**src/rtl/if_stage.sv**
```systemverilog
// Instruction fetch stage: one outstanding imem request, IF/ID register,
// stall buffering, redirect draining and misaligned-PC (AdEL) injection.
module if_stage (
  input  logic        clk,
  input  logic        reset,
  input  logic [31:0] i_IF_next_pc,
  output logic [31:0] o_IF_current_pc,
  input  logic        i_redirect,
  output logic        o_imem_req,
  output logic [31:0] o_imem_addr,
  input  logic        i_imem_ack,
  input  logic [31:0] i_imem_rdata,
  input  logic        i_ID_stall,
  output logic        o_ID_valid,
  output logic [31:0] o_ID_instr,
  output logic [31:0] o_ID_pc,
  output logic        o_ID_exc_adel
);

  typedef enum logic [1:0] {S_REQ, S_HOLD, S_DRAIN, S_EXC} state_e;

  state_e      state_q, state_d;
  logic [31:0] pc_q, pc_d;
  logic        req_q, req_d;
  logic [31:0] addr_q, addr_d;
  logic [31:0] buf_instr_q, buf_instr_d;
  logic [31:0] buf_pc_q, buf_pc_d;
  logic        id_valid_q, id_valid_d;
  logic [31:0] id_instr_q, id_instr_d;
  logic [31:0] id_pc_q, id_pc_d;
  logic        id_adel_q, id_adel_d;
  logic        slot_free;
  logic        issue;

  assign slot_free = !id_valid_q || !i_ID_stall;

  always_comb begin
    state_d     = state_q;
    pc_d        = pc_q;
    req_d       = req_q && !i_imem_ack;
    addr_d      = addr_q;
    buf_instr_d = buf_instr_q;
    buf_pc_d    = buf_pc_q;
    id_valid_d  = id_valid_q && i_ID_stall;
    id_instr_d  = id_instr_q;
    id_pc_d     = id_pc_q;
    id_adel_d   = id_adel_q;
    issue       = 1'b0;

    if (i_redirect) begin
      // An unacked request cannot be withdrawn; its response is swallowed in S_DRAIN.
      id_valid_d = 1'b0;
      pc_d       = i_IF_next_pc;
      state_d    = (req_q && !i_imem_ack) ? S_DRAIN : S_REQ;
    end else begin
      case (state_q)
        S_REQ: begin
          if (req_q) begin
            if (i_imem_ack) begin
              if (slot_free) begin
                id_valid_d = 1'b1;
                id_instr_d = i_imem_rdata;
                id_pc_d    = addr_q;
                id_adel_d  = 1'b0;
                pc_d       = i_IF_next_pc;
                issue      = 1'b1;
              end else begin
                buf_instr_d = i_imem_rdata;
                buf_pc_d    = addr_q;
                state_d     = S_HOLD;
              end
            end
          end else if (slot_free) begin
            if (pc_q[1:0] != 2'b00) begin
              id_valid_d = 1'b1;
              id_instr_d = '0;
              id_pc_d    = pc_q;
              id_adel_d  = 1'b1;
              state_d    = S_EXC;
            end else begin
              issue = 1'b1;
            end
          end
        end
        S_HOLD: begin
          if (slot_free) begin
            id_valid_d = 1'b1;
            id_instr_d = buf_instr_q;
            id_pc_d    = buf_pc_q;
            id_adel_d  = 1'b0;
            pc_d       = i_IF_next_pc;
            state_d    = S_REQ;
          end
        end
        S_DRAIN: begin
          if (i_imem_ack) state_d = S_REQ;
        end
        S_EXC: ;
        default: state_d = S_REQ;
      endcase

      // Request targets the PC value that will be architectural next cycle,
      // so an ack can be followed immediately by the next fetch.
      if (issue && (pc_d[1:0] == 2'b00)) begin
        req_d  = 1'b1;
        addr_d = pc_d;
      end
    end
  end

  always_ff @(posedge clk) begin
    if (reset) begin
      state_q     <= S_REQ;
      pc_q        <= '0;
      req_q       <= 1'b0;
      addr_q      <= '0;
      buf_instr_q <= '0;
      buf_pc_q    <= '0;
      id_valid_q  <= 1'b0;
      id_instr_q  <= '0;
      id_pc_q     <= '0;
      id_adel_q   <= 1'b0;
    end else begin
      state_q     <= state_d;
      pc_q        <= pc_d;
      req_q       <= req_d;
      addr_q      <= addr_d;
      buf_instr_q <= buf_instr_d;
      buf_pc_q    <= buf_pc_d;
      id_valid_q  <= id_valid_d;
      id_instr_q  <= id_instr_d;
      id_pc_q     <= id_pc_d;
      id_adel_q   <= id_adel_d;
    end
  end

  assign o_IF_current_pc = pc_q;
  assign o_imem_req      = req_q;
  assign o_imem_addr     = addr_q;
  assign o_ID_valid      = id_valid_q;
  assign o_ID_instr      = id_instr_q;
  assign o_ID_pc         = id_pc_q;
  assign o_ID_exc_adel   = id_adel_q;

endmodule

```
**config.mk**
```make
export PLATFORM = sky130hd
export DESIGN_NAME = if_stage
export DESIGN_NICKNAME = d
export VERILOG_FILES = /design/src/rtl/if_stage.sv
export SDC_FILE = /design/constraint.sdc
export NUM_CORES = 1
export LEC_CHECK = 0
export ABC_AREA = 1
export CORE_MARGIN = 2
export CORE_UTILIZATION = 47
export DETAILED_ROUTE_END_ITERATION = 10
export HOLD_SLACK_MARGIN = 0.15
export PLACE_DENSITY = 0.75
export SLEW_MARGIN = 20
export SYNTH_ARGS = -nofsm -noshare
export SYNTH_HDL_FRONTEND = slang
export SYNTH_SLANG_ARGS = --single-unit
```
**constraint.sdc**
```tcl
create_clock -name clk -period 3.8 [get_ports clk]
set_input_delay 0.76 -clock clk [delete_from_list [all_inputs] [get_ports clk]]
set_output_delay 0.76 -clock clk [all_outputs]
set_load 0.02 [all_outputs]
```
==> results.md <==
* Initial antenna violation count at 0
* Netlist area before placement at 8950 um^2
* Count of port buffers added during placement at between 150 and 200
* Weighted congestion reported at the end of routability-driven placement at 0.852
* Yosys warnings at 0
* Critical path launch point: o_imem_req
* Hold Fails Final Rpt at 0
* Placeable core region at 18700 um^2
* Number of buffers on the longest clock path at 2
* Area Growth Syn to Fin at 29.9%
* Count of nets after finishing at roughly 1600
* CP endpoint kind: output pin
* Worst-skew pair later-pin latency at 0.43 ns
* Placed Cells incl. Taps at 1693
* Initial core utilization at a little under half
* Arr. time, crit path at 2.30 ns
* Seq/Total Area, Yosys at 44.1%
* Clock net sink count at 197
* DR iter-0 viols at slightly below 600
* Resized Gates After CTS at 0
* Minimum setup slack among reg-to-reg paths at 1.09 ns
* Worst Path Class, Setup: reg -> out
* Compound-gate portion of the synthesized area at 14.0%
* Synth unique cells at 26
* Combinational family with the most area after synthesis: simple AND/OR/NAND/NOR gates
* Number of hold buffers added after cts at 0
* Post-detailed-routing wire length at 25200 um
* Number of inserted diodes at 0
* Wire length per cell after detailed routing at 14.6 um
* Residual overflow from global routing at 0
* Multiplexer area fraction after synthesis at 0%
* Overall die area at just over 20000 um^2
* Clk slew on worst S/H paths at 0.07 ns
* Number of top-level pins at 200
* Post-Layout Inst Area at 11600 um^2
* Ranking of synthesized cells by area: sky130_fd_sc_hd__dfxtp_1, sky130_fd_sc_hd__nor2_1, sky130_fd_sc_hd__nand2_1
* Worst reg2reg startpoint: state_q[1]
* Post-Route Skew at 0.00924 ns
* Adder and majority gate portion of the synthesized area at less than 1%
* Share of the synthesized area in the top cell type at 44.1%
* FMAX at 327 MHz
* Power density relative to cell area at 690 nW/um^2
* Count of flip-flops with a built-in enable after synthesis at 0
* Relative slew slack at 43.9%
* Worst Max-Slew Pin Slew at approximately 0.84 ns
* Pin count of the biggest net entering global routing at 82
* TritonCTS clock tree: yes
* Worst IR Drop VDD at 0.000384 V
* Type of the most critical hold path: reg -> reg
* Non-Filler Instances at 1724
* Endpoint of the lowest-slack register-to-register path: o_imem_addr[21]
* End of the critical path: o_imem_req
* Number of DRC violations after detailed routing at 0
* Xor/xnor cell area share of the yosys netlist at 0%
* Final cycle utilization of the critical path at 80.5%
* Library cell with the largest summed area after synthesis: sky130_fd_sc_hd__dfxtp_1
* Number of standard cells after synthesis at between 1000 and 1500
* Proportion of layout cells with a drive suffix above 1 at 4.63%
* Highest fanout seen on the critical path at between 40 and 50
* Post-detailed-route via-to-cell ratio at 5.24
* RSZ-0062 raised after global routing: false
* Reg2Reg Depth at 11
* Half-perimeter wire length after detailed placement at around 16000 um
* Static leakage power at 5.26 nW
* Simple-gate share of the synthesized area at 32.9%
* Vias after detailed routing at 9038
* Status: complete, no violations
* Total global-route track usage at 25.1%
* Post-CTS setup-driven buffer insertion count at 0
* Summed negative setup slack over all endpoints at 0 ns
* Placement Cell Area at 11000 um^2
* Max H-tree Level at 4
* Final critical path time including I/O delays and setup at 3.06 ns
* Horiz. Die Dim at 142 um
* Type of element launching the critical path: flip-flop
* Critical path required time at 3.04 ns
* Die H at roughly 140 um
* Number of max-slew violations in the final report at 0
* Share of async-settable or async-resettable flops after synthesis at 0%
* Average cell area after synthesis at ~6.7 um^2
* Predominant post-synthesis flop cell: sky130_fd_sc_hd__dfxtp_1
* Number of global-route vias before repair at between 8000 and 9000
* # Max-Cap Violations at 0
* Detail Route Antenna Nets at 0
* Standard-cell rows at 50
* Global-route wire length before repair at 41200 um
* CTS root buffer: sky130_fd_sc_hd__clkbuf_16
* Number of register bits inferred by synthesis at a little under 200
* Total clock buffers created by CTS at 17
* Setup violations, final at 0
* TritonRoute pass-1 iters at 5
* Number of nets produced by synthesis at ~1400
## flip-flops by register name, summed over array words and instances (netlist names)
register	flops
o_ID_exc_adel	1
o_imem_addr	32
o_IF_current_pc	32
state_q	2
o_ID_pc	32
o_ID_instr	32
buf_pc_q	32
o_ID_valid	1
buf_instr_q	32
o_imem_req	1
## where the power goes
group,total [mW],internal [mW],leakage [nW],switching (mW)
logic,3.39,1.36,3.36,2.03
clock network,1.87,1.06,0.290,0.810
registers,2.75,2.46,1.61,0.296
total,8.02,4.88,5.26,3.14
## through the flow
step	hold slack, ns	util, %	setup slack (ns)	power, mW
after global routing	0.481	62.1	0.645	8.54
after floorplan	0.425	-	1.90	4.89
final	0.456	62.1	0.741	8.02
after global placement	0.435	58.9	0.668	6.14
after CTS	0.457	62.1	0.728	8.05
after detailed placement	0.445	58.9	0.557	6.18
## synth_stat cells, types with 3 or more instances
| library cell | instances |
|---|---|
| sky130_fd_sc_hd__nor3_1 | 5 |
| sky130_fd_sc_hd__nand4_1 | 32 |
| sky130_fd_sc_hd__o211ai_1 | 31 |
| sky130_fd_sc_hd__buf_4 | 5 |
| sky130_fd_sc_hd__ha_1 | 3 |
| sky130_fd_sc_hd__o21a_1 | 15 |
| sky130_fd_sc_hd__inv_1 | 79 |
| sky130_fd_sc_hd__nand3_1 | 71 |
| sky130_fd_sc_hd__inv_2 | 4 |
| sky130_fd_sc_hd__o21ai_0 | 141 |
| sky130_fd_sc_hd__buf_2 | 29 |
| sky130_fd_sc_hd__buf_1 | 6 |
| sky130_fd_sc_hd__clkbuf_1 | 58 |
| sky130_fd_sc_hd__nor2_1 | 331 |
| sky130_fd_sc_hd__buf_6 | 3 |
| sky130_fd_sc_hd__nand2_1 | 279 |
| sky130_fd_sc_hd__dfxtp_1 | 197 |
| sky130_fd_sc_hd__a21oi_1 | 36 |
| sky130_fd_sc_hd__nand3_2 | 3 |
## cell families (layout without fill, tap and decap cells)
logic type               after synthesis  count (layout)
buffers and inverters                185             338
AO/OA/AOI/OAI                        226             226
flip-flops                           197             197
adder cells (fa/ha/maj)                3               3
AND/OR/NAND/NOR                      726             726
## routing by layer
| metal | up-vias | track usage (%) | routed length, um |
|---|---|---|---|
| met3 | 31 | 4.81 | 1540 |
| met1 | 4149 | 34.3 | 11600 |
| met2 | 293 | 40.0 | 11600 |
| met4 | 0 | 8.74 | 467 |
| met5 | - | 0 | 0 |
| li1 | 4565 | - | - |
## worst min path at each step
stage / startpoint / end / cells after the start
4_1_cts: buf_instr_q[0] / buf_instr_q[0] / 2
6_report: buf_instr_q[2] / buf_instr_q[2] / 2
3_3_place_gp: buf_instr_q[2] / buf_instr_q[2] / 2
2_1_floorplan: buf_instr_q[0] / buf_instr_q[0] / 2
3_5_place_dp: buf_instr_q[0] / buf_instr_q[0] / 2
5_1_grt: buf_instr_q[2] / buf_instr_q[2] / 2
## final cells by class
cell class	instances	area, um^2
multi-input combinational	955	4240
timing repair buffer	223	2220
fill	1721	7090
clock buffer	21	450
inverter	84	319
clock inverter	10	149
tap	234	293
sequential	197	3950
## worst max-delay path, cell delays in order, from the launching register on
cell and delay, ns:
sky130_fd_sc_hd__dfxtp_2 0.58, sky130_fd_sc_hd__buf_4 0.57, sky130_fd_sc_hd__clkdlybuf4s50_1 0.72
## cells in the final DEF (no fill, tap or decap), types with 4 or more instances in the layout
cell	n
sky130_fd_sc_hd__nor2_1	329
sky130_fd_sc_hd__nand2_1	279
sky130_fd_sc_hd__clkdlybuf4s50_1	199
sky130_fd_sc_hd__dfxtp_1	196
sky130_fd_sc_hd__o21ai_0	141
sky130_fd_sc_hd__inv_1	78
sky130_fd_sc_hd__nand3_1	71
sky130_fd_sc_hd__a21oi_1	36
sky130_fd_sc_hd__nand4_1	32
sky130_fd_sc_hd__o211ai_1	31
sky130_fd_sc_hd__buf_4	20
sky130_fd_sc_hd__clkbuf_16	17
sky130_fd_sc_hd__o21a_1	15
sky130_fd_sc_hd__nor3_1	5
sky130_fd_sc_hd__inv_2	4
sky130_fd_sc_hd__buf_12	4
(Power assumes the default switching activity.)
